File: src/rtl/fetch_pc_ctrl.sv
// Purpose  : fetch-stage PC controller; owns the fetch PC, drives the imem request and IF/ID valid/flush.
// Latency  : a fetch completes in the imem_ready cycle; a redirect lands on the next PC-advance edge.
// Backpres.: imem_req/imem_addr are held until imem_ready; stall parks a completed word in HOLD.
//
// Ports:
//   i_clk, i_rst        clock; synchronous active-high reset
//   i_stall             hazard hold of PC and IF/ID
//   i_is_branch         taken branch/jump/trap redirect, target on i_branch_target
//   i_exception         exception redirect to EXC_VECTOR (beats i_is_branch)
//   i_imem_ready        instruction memory returns data this cycle
//   o_imem_req          fetch request, o_imem_addr always equals o_pc
//   o_if_valid          fetched word valid for IF/ID this cycle
//   o_flush_if          squash the IF/ID entry
//
// Build option: define BRANCH_DELAY_SLOT_EN for MIPS delay-slot branch semantics.
module fetch_pc_ctrl #(
    parameter logic [31:0] RESET_PC   = 32'h0040_0000,
    parameter logic [31:0] EXC_VECTOR = 32'h0040_0004
) (
    input  logic        i_clk,
    input  logic        i_rst,
    input  logic        i_stall,
    input  logic        i_is_branch,
    input  logic [31:0] i_branch_target,
    input  logic        i_exception,
    input  logic        i_imem_ready,
    output logic        o_imem_req,
    output logic [31:0] o_imem_addr,
    output logic [31:0] o_pc,
    output logic        o_if_valid,
    output logic        o_flush_if
);

`ifdef BRANCH_DELAY_SLOT_EN
    localparam logic DS_EN = 1'b1;
`else
    localparam logic DS_EN = 1'b0;
`endif

    typedef enum logic [1:0] {S_REQ = 2'd0, S_WAIT = 2'd1, S_HOLD = 2'd2} state_t;

    state_t      r_state;
    state_t      w_state_nxt;
    logic [31:0] r_pc;
    logic        r_pend_vld;
    logic        r_pend_exc;
    logic [31:0] r_pend_tgt;

    logic        w_fetching;
    logic        w_adv;
    logic        w_br_direct;
    logic        w_pend_squash;
    logic        w_squash;
    logic        w_pend_exc_held;
    logic        w_br_latch;
    logic [31:0] w_pc_nxt;

    assign w_fetching = (r_state == S_REQ) || (r_state == S_WAIT);

    // PC advance point: a fetch completes (or a held word is released) with no stall.
    assign w_adv = !i_rst && !i_stall && ((w_fetching && i_imem_ready) || (r_state == S_HOLD));

    // Without delay slots a branch at the advance point redirects immediately;
    // with delay slots it always goes through the pending register first.
    assign w_br_direct   = !DS_EN && i_is_branch;
    // A pending delay-slot branch lets the slot word through; anything else squashes it.
    assign w_pend_squash = r_pend_vld && (r_pend_exc || !DS_EN);
    assign w_squash      = i_exception || w_pend_squash || w_br_direct;

    always_comb begin
        w_pc_nxt = r_pc + 32'd4;
        if (i_exception) begin
            w_pc_nxt = EXC_VECTOR;
        end else if (r_pend_vld) begin
            w_pc_nxt = r_pend_tgt;
        end else if (w_br_direct) begin
            w_pc_nxt = i_branch_target;
        end
    end

    // A pending exception is never displaced by a branch; at an advance point the
    // pending entry wins over a new branch, except for a delay-slot branch that
    // needs to queue behind the slot word.
    assign w_pend_exc_held = r_pend_vld && r_pend_exc;
    assign w_br_latch = i_is_branch && !i_exception && !w_pend_exc_held && (!w_adv || DS_EN);

    // State register.
    always_ff @(posedge i_clk) begin
        if (i_rst) begin
            r_state <= S_REQ;
        end else begin
            r_state <= w_state_nxt;
        end
    end

    // Next-state logic.
    always_comb begin
        w_state_nxt = r_state;
        case (r_state)
            S_REQ, S_WAIT: begin
                if (i_imem_ready) begin
                    w_state_nxt = i_stall ? S_HOLD : S_REQ;
                end else begin
                    w_state_nxt = S_WAIT;
                end
            end
            S_HOLD: begin
                if (!i_stall) begin
                    w_state_nxt = S_REQ;
                end
            end
            default: w_state_nxt = S_REQ;
        endcase
    end

    // Output logic; everything is quiet during the reset cycle.
    always_comb begin
        o_imem_req  = !i_rst && w_fetching;
        o_imem_addr = r_pc;
        o_pc        = r_pc;
        o_if_valid  = w_adv && !w_squash;
        o_flush_if  = w_adv && w_squash;
    end

    // Fetch PC and pending redirect.
    always_ff @(posedge i_clk) begin
        if (i_rst) begin
            r_pc       <= RESET_PC;
            r_pend_vld <= 1'b0;
            r_pend_exc <= 1'b0;
            r_pend_tgt <= 32'd0;
        end else begin
            if (w_adv) begin
                r_pc       <= w_pc_nxt;
                r_pend_vld <= 1'b0;
                r_pend_exc <= 1'b0;
            end
            if (i_exception && !w_adv) begin
                r_pend_vld <= 1'b1;
                r_pend_exc <= 1'b1;
                r_pend_tgt <= EXC_VECTOR;
            end else if (w_br_latch) begin
                r_pend_vld <= 1'b1;
                r_pend_exc <= 1'b0;
                r_pend_tgt <= i_branch_target;
            end
        end
    end

endmodule

File: config.mk
export PLATFORM = sky130hd
export DESIGN_NAME = fetch_pc_ctrl
export DESIGN_NICKNAME = d
export VERILOG_FILES = /design/src/rtl/fetch_pc_ctrl.sv
export SDC_FILE = /design/constraint.sdc
export NUM_CORES = 1
export LEC_CHECK = 0
export CORE_MARGIN = 3
export CORE_UTILIZATION = 60
export DETAILED_ROUTE_END_ITERATION = 8
export DONT_BUFFER_PORTS = 1
export PLACE_DENSITY_LB_ADDON = 0.1
export SYNTH_ARGS = -nofsm -noshare
export SYNTH_HDL_FRONTEND = slang
export SYNTH_SLANG_ARGS = --single-unit
File: constraint.sdc
create_clock -name i_clk -period 2.4 [get_ports i_clk]
set_input_delay 0.24 -clock i_clk [delete_from_list [all_inputs] [get_ports i_clk]]
set_output_delay 0.24 -clock i_clk [all_outputs]
set_load 0.1 [all_outputs]
**After elaboration in Yosys (flattened, before gate mapping)**

Index checks and enable logic that the tools add are counted.
W data, S select, Z words.

- Magnitude comparators: 0
- Multipliers: 0
- Reductions and logical operators: 26
- Eq/ne operators: 3
- Div/mod/pow operators: 0
- Add/sub/neg operators: 1
- Bitwise logic cells: 0
- Muxes and demuxes: 14
- Shifts and indexed selects: 0

Operators by type and width:

| kind | count |
|---|---|
| $mux W32 | 3 |
| $mux W23 | 2 |
| $add A32 B3 Y32 const B | 1 |
| $logic_and A1 B1 Y1 | 11 |
| $logic_not A1 Y1 | 6 |
| $mux W2 | 3 |
| $mux W1 | 5 |
| $logic_or A1 B1 Y1 | 4 |
| $pmux W2 S2 | 1 |
| $reduce_or A2 Y1 | 2 |
| $reduce_bool A3 Y1 | 1 |
| $eq A2 B1 Y1 const B | 1 |
| $eq A2 B2 Y1 const B | 1 |
| $logic_not A2 Y1 | 1 |
| $ne A2 B2 Y1 const B | 1 |
| $reduce_bool A2 Y1 | 1 |

- Bits in read-only memories: 0
- Flip-flop bits (word level): 68
- Memories: 0
- Latch bits: 0
- Bits in writable memories: 0
- Bits of input ports: 38

**Depth between registers and ports, before layout**

Gate-level depths: netlist of the first run.

- Word-level depth: 9
- Mapped depth: 8
- Gate-level depth less buffers: 6

**Least setup slack after synthesis of the first run**

No wires, ideal clock.

- Path type: flip-flop to flip-flop
- Start point: register r_state[1]
- End point: register r_pc[0] (netlist: o_imem_addr[0])
- Setup slack: -1.143 ns
- Cell stages (with the launch flop): 6
- Path buffers: 0
- Arrival: 3.416 ns
- Clock period less this slack: 3.543 ns
- Cells stage by stage: dfxtp_1 > nand2b_1 > a21o_1 > nor3_1 > mux2i_1 > nor2_1

- Longest elaborated chain between the ends: 5

Ends and longest elaborated chain:

| what | RTL line | RTL |
|---|---|---|
| start, declared | 42 | `state_t r_state;` |
| start signal, assigned | 92 | `r_state <= w_state_nxt;` |
| $eq A2 B1 Y1 or $logic_not A2 Y1 (tied branches) | 58 | `assign w_fetching = (r_state == S_REQ) \|\| (r_state == S_WAIT);` |
| $logic_or A1 B1 Y1 | 58 |  |
| $logic_and A1 B1 Y1 | 61 | `assign w_adv = !i_rst && !i_stall && ((w_fetching && i_imem_ready) \|\| (r_state == S_HOLD));` |
| $logic_or A1 B1 Y1 (*) | 61 |  |
| $logic_and A1 B1 Y1 (*) | 61 |  |
| end signal, assigned | 134 | `r_pc <= w_pc_nxt;` |
| end, declared | 44 | `logic [31:0] r_pc;` |

Every way passes the cells marked *; elsewhere a longest branch is shown, timed or not.
A chain may end at the register's enable or synchronous reset.

**Worst setup path after layout of the first run**

- Start point: register r_state[1]
- End point: output port o_if_valid

- Longest elaborated chain between the ends: 6

Ends and longest elaborated chain:

| what | RTL line | RTL |
|---|---|---|
| $eq A2 B1 Y1 or $logic_not A2 Y1 (tied branches) | 58 |  |
| $logic_or A1 B1 Y1 | 58 |  |
| $logic_and A1 B1 Y1 | 61 |  |
| $logic_or A1 B1 Y1 (*) | 61 |  |
| $logic_and A1 B1 Y1 (*) | 61 |  |
| $logic_and A1 B1 Y1 (*) | 121 | `o_if_valid = w_adv && !w_squash;` |
| end, declared | 30 | `output logic o_if_valid,` |

Marked as above.

==> results of run 1 <==
## registers in the layout, summed over array words and instances (netlist names)
signal,flops
r_state,2
r_pend_exc,1
o_imem_addr,32
r_pend_vld,1
r_pend_tgt,32
## logic make-up after synthesis
kind of cell | Yosys count | synth area share, %
compound gates | 147 | 24.4
xor+xnor | 5 | 1.11
fa+ha+maj | 1 | 0.319
buf+inv | 84 | 12.0
flops | 68 | 34.7
mux | 5 | 1.31
simple gates | 213 | 26.2
## stage by stage
stage / util, % / setup slack (ns) / cells / area (µm²)
2_1_floorplan: - / 0.00200 / 523 / 3990
3_3_place_gp: 66.8 / 0.317 / 583 / 4100
3_5_place_dp: 66.8 / 0.286 / 583 / 4100
4_1_cts: 70.3 / 0.240 / 601 / 4310
5_1_grt: 70.3 / 0.0726 / 601 / 4310
6_report: 70.3 / 0.220 / 601 / 4310
## final cells by class
type / count / area, µm²
clock inverter: 5 / 31.3
clock buffer: 11 / 163
sequential: 68 / 1430
multi-input combinational: 371 / 2120
inverter: 22 / 82.6
timing repair buffer: 49 / 398
fill: 526 / 1820
tap: 75 / 93.8
## final timing paths
path | slack, ns | startpoint | cells past startpoint | to
hold reg to reg | 0.46 | r_pend_tgt[11]$_SDFFE_PP0P_ | 2 | r_pend_tgt[11]$_SDFFE_PP0P_
setup / recovery | 0.22 | r_state[1]$_SDFFE_PP0P_ | 4 | o_if_valid
setup reg to reg | 0.27 | o_imem_addr[8]$_SDFFE_PP0P_ | 5 | o_imem_addr[27]$_SDFFE_PP0P_
hold / removal | 0.02 | i_branch_target[23] | 2 | r_pend_tgt[23]$_SDFFE_PP0P_
## power breakdown
part | switching [mW] | internal (mW) | total (mW)
clock network | 0.470 | 0.466 | 0.936
registers | 0.0409 | 1.16 | 1.20
logic | 0.437 | 0.125 | 0.562
## critical path, cell delays in order (launching register included)
cell,delay (ns)
dfxtp_1,0.35
nor2b_1,0.17
o21ai_2,0.68
nor2_2,0.11
buf_4,0.27
## Yosys cell counts (9+ instances only)
cell type	number	share of area (%)
nand2_1	86	8.2
dfxtp_1	68	35
a21oi_1	50	6.4
nor2_1	49	4.7
buf_4	32	6.1
o21ai_0	30	3.8
clkbuf_1	23	2.2
inv_1	22	2.1
nand3_1	17	2.2
a221oi_1	16	3.6
nor3_1	11	1.4
a21o_1	9	1.7
a22o_1	9	2.0
and3_1	9	1.4
## layer usage
metal,track usage [%],routed length (µm),vias up
met5,0,0,-
met4,9.21,153,0
met3,6.91,915,14
met2,46.5,5000,178
met1,37.5,4490,1802
li1,-,-,1813
==> key figures, run 1 <==
Layout
  – Share of cells above drive strength 1: 21.7%
  – Commonest non-fill, non-tap cells in the layout: 86 x nand2_1, 50 x a21oi_1, 47 x nor2_1, 45 x buf_4, 35 x dfxtp_1
  – Area grow syn2layout: 9.75%
  – Most common cell after layout, fill and taps aside: nand2_1
  – ANT cells: 0
  – Final net count: 560

STA
  – Slew Viols, Final: 0
  – Setup Total Neg Slack: 0 ns
  – WHS: 0.0160 ns
  – Slew @ Worst Pin: 0.853 ns
  – Final hold vios: 0
  – Clk_skew: 0.0114 ns
  – FMAX: 459 MHz
  – Slew HR: 43.1%
  – Final setup fails: 0
  – Fin crit share: 90.9%
  – Unrepaired setup endpoints after global routing: false
  – Minimum clock period: 2.18 ns

Detailed routing
  – Post-route ant nets: 0
  – Pre-Repair DR Iteration Count: 5
  – Vias per inst: 6.33
  – Post-route DRC: 0
  – Routed len/inst: 17.6 µm
  – Via count: 3807
  – Final WL: 10600 µm
  – DR iter-0 viols: 323

Die
  – Initial Utilization: 64.1%
  – Die area: 0.00755 mm²
  – Chip height: 86.9 µm
  – Core area: 0.00613 mm²
  – # rows: 28
  – Die X: 86.9 µm
  – Top-Level Pins: 105

Place
  – GP Congestion: 0.875
  – Port buffer count: 0
  – HPWL Detailed: 7400 µm

CTS
  – Clock buffer depth: 2
  – CTS tree: built
  – Num CTS Buffers: 9
  – H-tree Lvls: 3
  – Worst skew pair latency: 0.35 ns
  – CTS Hold Bufs: 2
  – Clk root buf: clkbuf_8
  – CTS Sinks: 68
  – Setup Fix Bufs, Post-CTS: 0
  – Worst-path clk slew: 0.08 ns
  – Post-CTS resize count: 0

Logic synthesis
  – Post-synth top flop: dfxtp_1
  – Seq/Total Area, Yosys: 34.7%
  – Synthesis Warnings: 0
  – Number of enable flip-flop cells after synthesis: 0
  – Avg Cell Area, Syn: 7.51 µm²
  – Synthesized area: 0.00393 mm²
  – Synth cell types: 56
  – Post-synth net total: 562
  – Flops & latches, synth: 68
  – Post-Syn Instances: 523
  – Post-synthesis async set-or-reset flop share: 0%

Power and ir drop
  – Leak: 1.60 nW
  – Maximum vdd drop: 0.417 mV
  – Power density over the cells: 627 mW/mm²
  – Pwr Total: 2.70 mW

GRT
  – Initial antenna violation count: 0
  – Gr ovfl total: 0
  – Vias in the first global route: 3495
  – Total GRT Usage: 28.7%
  – First-pass GRT wire length: 17200 µm
  – Largest net degree at the start of global routing: 41

Critical path
  – Setup CP Type: register to output pin
  – Worst Path Max Fanout: 18
  – Critical Path Sink Type: output pin
  – Critical Path AT: 1.94 ns
  – Critical Path RT: 2.16 ns
  – Startpoint Class: register

Run
  – Max-cap violations: 0

Hold path
  – HP Class: input pin to register

Status
  – Outcome: completed
Note: power is estimated with default switching activity, not from simulation.
==> run 2, diff against run 1 <==
Settings changed: ABC_CLOCK_PERIOD_IN_PS set to 2400, PLACE_DENSITY set to 0.76, PLACE_DENSITY_LB_ADDON 0.1 to unset.
==> key figures, run 2 (synthesized netlist as in run 1, its figures left out) <==
Status
  – Outcome: completed

STA
  – Final hold vios: 0
  – Unrepaired setup endpoints after global routing: false
  – Final setup fails: 0
  – Slew @ Worst Pin: 0.857 ns
  – FMAX: 451 MHz
  – Slew Viols, Final: 0
  – Setup Total Neg Slack: 0 ns
  – Fin crit share: 92.4%
  – Clk_skew: 0.00925 ns
  – Slew HR: 42.7%
  – Minimum clock period: 2.22 ns

Detailed routing
  – DR iter-0 viols: 349
  – Vias per inst: 6.29
  – Routed len/inst: 17.9 µm
  – Post-route DRC: 0
  – Final WL: 10800 µm
  – Pre-Repair DR Iteration Count: 5
  – Post-route ant nets: 0
  – Via count: 3788

Power and ir drop
  – Sw Ratio: 31.2%
  – Pint: 2.04 mW
  – Maximum vdd drop: 0.561 mV
  – Combinational share of power: 19.0%
  – P_sw: 0.925 mW
  – Power density over the cells: 676 mW/mm²
  – Flop pwr share: 40.7%
  – Clk network pwr share: 40.3%
  – Leak: 1.63 nW

Critical path
  – FF-to-FF End: o_imem_addr[27]$_SDFFE_PP0P_
  – Critical Path RT: 2.16 ns
  – Critical Path AT: 1.98 ns
  – Critical Path Sink Type: output pin
  – Startpoint Class: register
  – Setup CP Type: register to output pin
  – Worst Path Max Fanout: 29
  – R2R setup slack: 0.23 ns
  – Reg2Reg Depth: 5
  – Crit Reg-Reg Startpoint: o_imem_addr[13]$_SDFFE_PP0P_

Die
  – # rows: 28
  – Top-Level Pins: 105
  – Die X: 86.9 µm
  – Core area: 0.00613 mm²
  – Initial Utilization: 64.1%
  – Die area: 0.00755 mm²
  – Chip height: 86.9 µm

GRT
  – Largest net degree at the start of global routing: 41
  – Initial antenna violation count: 0
  – First-pass GRT wire length: 17000 µm
  – Gr ovfl total: 0
  – Vias in the first global route: 3452
  – Total GRT Usage: 28.8%

Hold path
  – Worst Hold End: r_state[1]$_SDFFE_PP0P_
  – Hold Crit Start: i_stall
  – Hold Path Stages: 2
  – HP Class: input pin to register

Place
  – DP Cell Count: 584
  – Port buffer count: 0
  – GP Congestion: 0.884
  – HPWL Detailed: 7570 µm

CTS
  – H-tree Lvls: 3
  – Clock buffer depth: 2
  – CTS Sinks: 68
  – Setup Fix Bufs, Post-CTS: 0
  – CTS tree: built
  – Worst-path clk slew: 0.07 ns
  – Clk root buf: clkbuf_8
  – Worst skew pair latency: 0.35 ns
  – Num CTS Buffers: 9

Run
  – Max-cap violations: 0

Layout
  – ANT cells: 0
  – Non-filler instance count after layout: 602
  – Final net count: 561
  – Area grow syn2layout: 11.6%
  – Share of cells above drive strength 1: 21.6%
  – Most common cell after layout, fill and taps aside: nand2_1
  – Commonest non-fill, non-tap cells in the layout: 86 x nand2_1, 50 x a21oi_1, 47 x nor2_1, 46 x buf_4, 35 x dfxtp_1
==> run 2: what timing repair did <==
action                     4_1_cts  5_1_grt
hold endpoints to repair         6        0
gates resized for setup          0        1
setup endpoints to repair        0        1
hold buffers                     2        0
==> run 2: worst max-delay path by stage <==
stage,start,slack [ns],endpoint
6_report,r_pend_vld$_SDFFE_PP0P_,0.18,o_flush_if
5_1_grt,r_pend_vld$_SDFFE_PP0P_,0.07,o_flush_if
4_1_cts,r_state[1]$_SDFFE_PP0P_,0.04,o_if_valid
3_5_place_dp,o_imem_addr[14]$_SDFFE_PP0P_,0.28,o_imem_addr[27]$_SDFFE_PP0P_
3_3_place_gp,o_imem_addr[14]$_SDFFE_PP0P_,0.31,o_imem_addr[27]$_SDFFE_PP0P_
2_1_floorplan,o_imem_addr[27]$_SDFFE_PP0P_,0.002,o_imem_addr[30]$_SDFFE_PP0P_
==> run 2: stage by stage <==
| stage | total power [mW] | hold slack (ns) | utilization [%] | instance area [µm²] | setup slack, ns |
|---|---|---|---|---|---|
| final | 2.96 | 0.0147 | 71.5 | 4380 | 0.182 |
| after global routing | 3.06 | 0.0178 | 71.5 | 4380 | 0.0672 |
| after CTS | 2.96 | 0.00243 | 71.3 | 4370 | 0.0368 |
| after detailed placement | 1.78 | 0.311 | 66.9 | 4100 | 0.278 |
| after global placement | 1.77 | 0.309 | 66.9 | 4100 | 0.312 |
| after floorplan | 1.72 | 0.317 | - | 3990 | 0.00200 |
==> run 2: routing by layer <==
metal	global-route usage [%]	vias up	share of wire, %
met5	0	-	0
met4	13.6	0	2.5
met3	6.62	27	9.6
met2	45.5	199	47
met1	37.2	1743	41
li1	-	1819	-
==> run 2: area by class of cell <==
class / count / area, µm²
multi-input cells: 371 / 2120
flip-flops and latches: 68 / 1430
repair buffers: 50 / 405
fillers: 529 / 1750
well taps: 75 / 93.8
inverters: 22 / 82.6
clock buffers: 12 / 155
clock inverters: 4 / 95.1
==> run 2: worst max-delay path, cell delays in order (launching register included) <==
cell	delay, ns
dfxtp_2	0.65
or2_2	0.33
nor2_1	0.12
nor3_4	0.19
buf_4	0.33
==> run 2: power by group through the flow <==
stage	Clock (mW)	Sequential [mW]	Combinational (mW)
2_1_floorplan	0	1.34	0.377
3_3_place_gp	0	1.23	0.545
3_5_place_dp	0	1.23	0.553
4_1_cts	1.20	1.21	0.558
5_1_grt	1.25	1.21	0.596
6_report	1.19	1.21	0.562
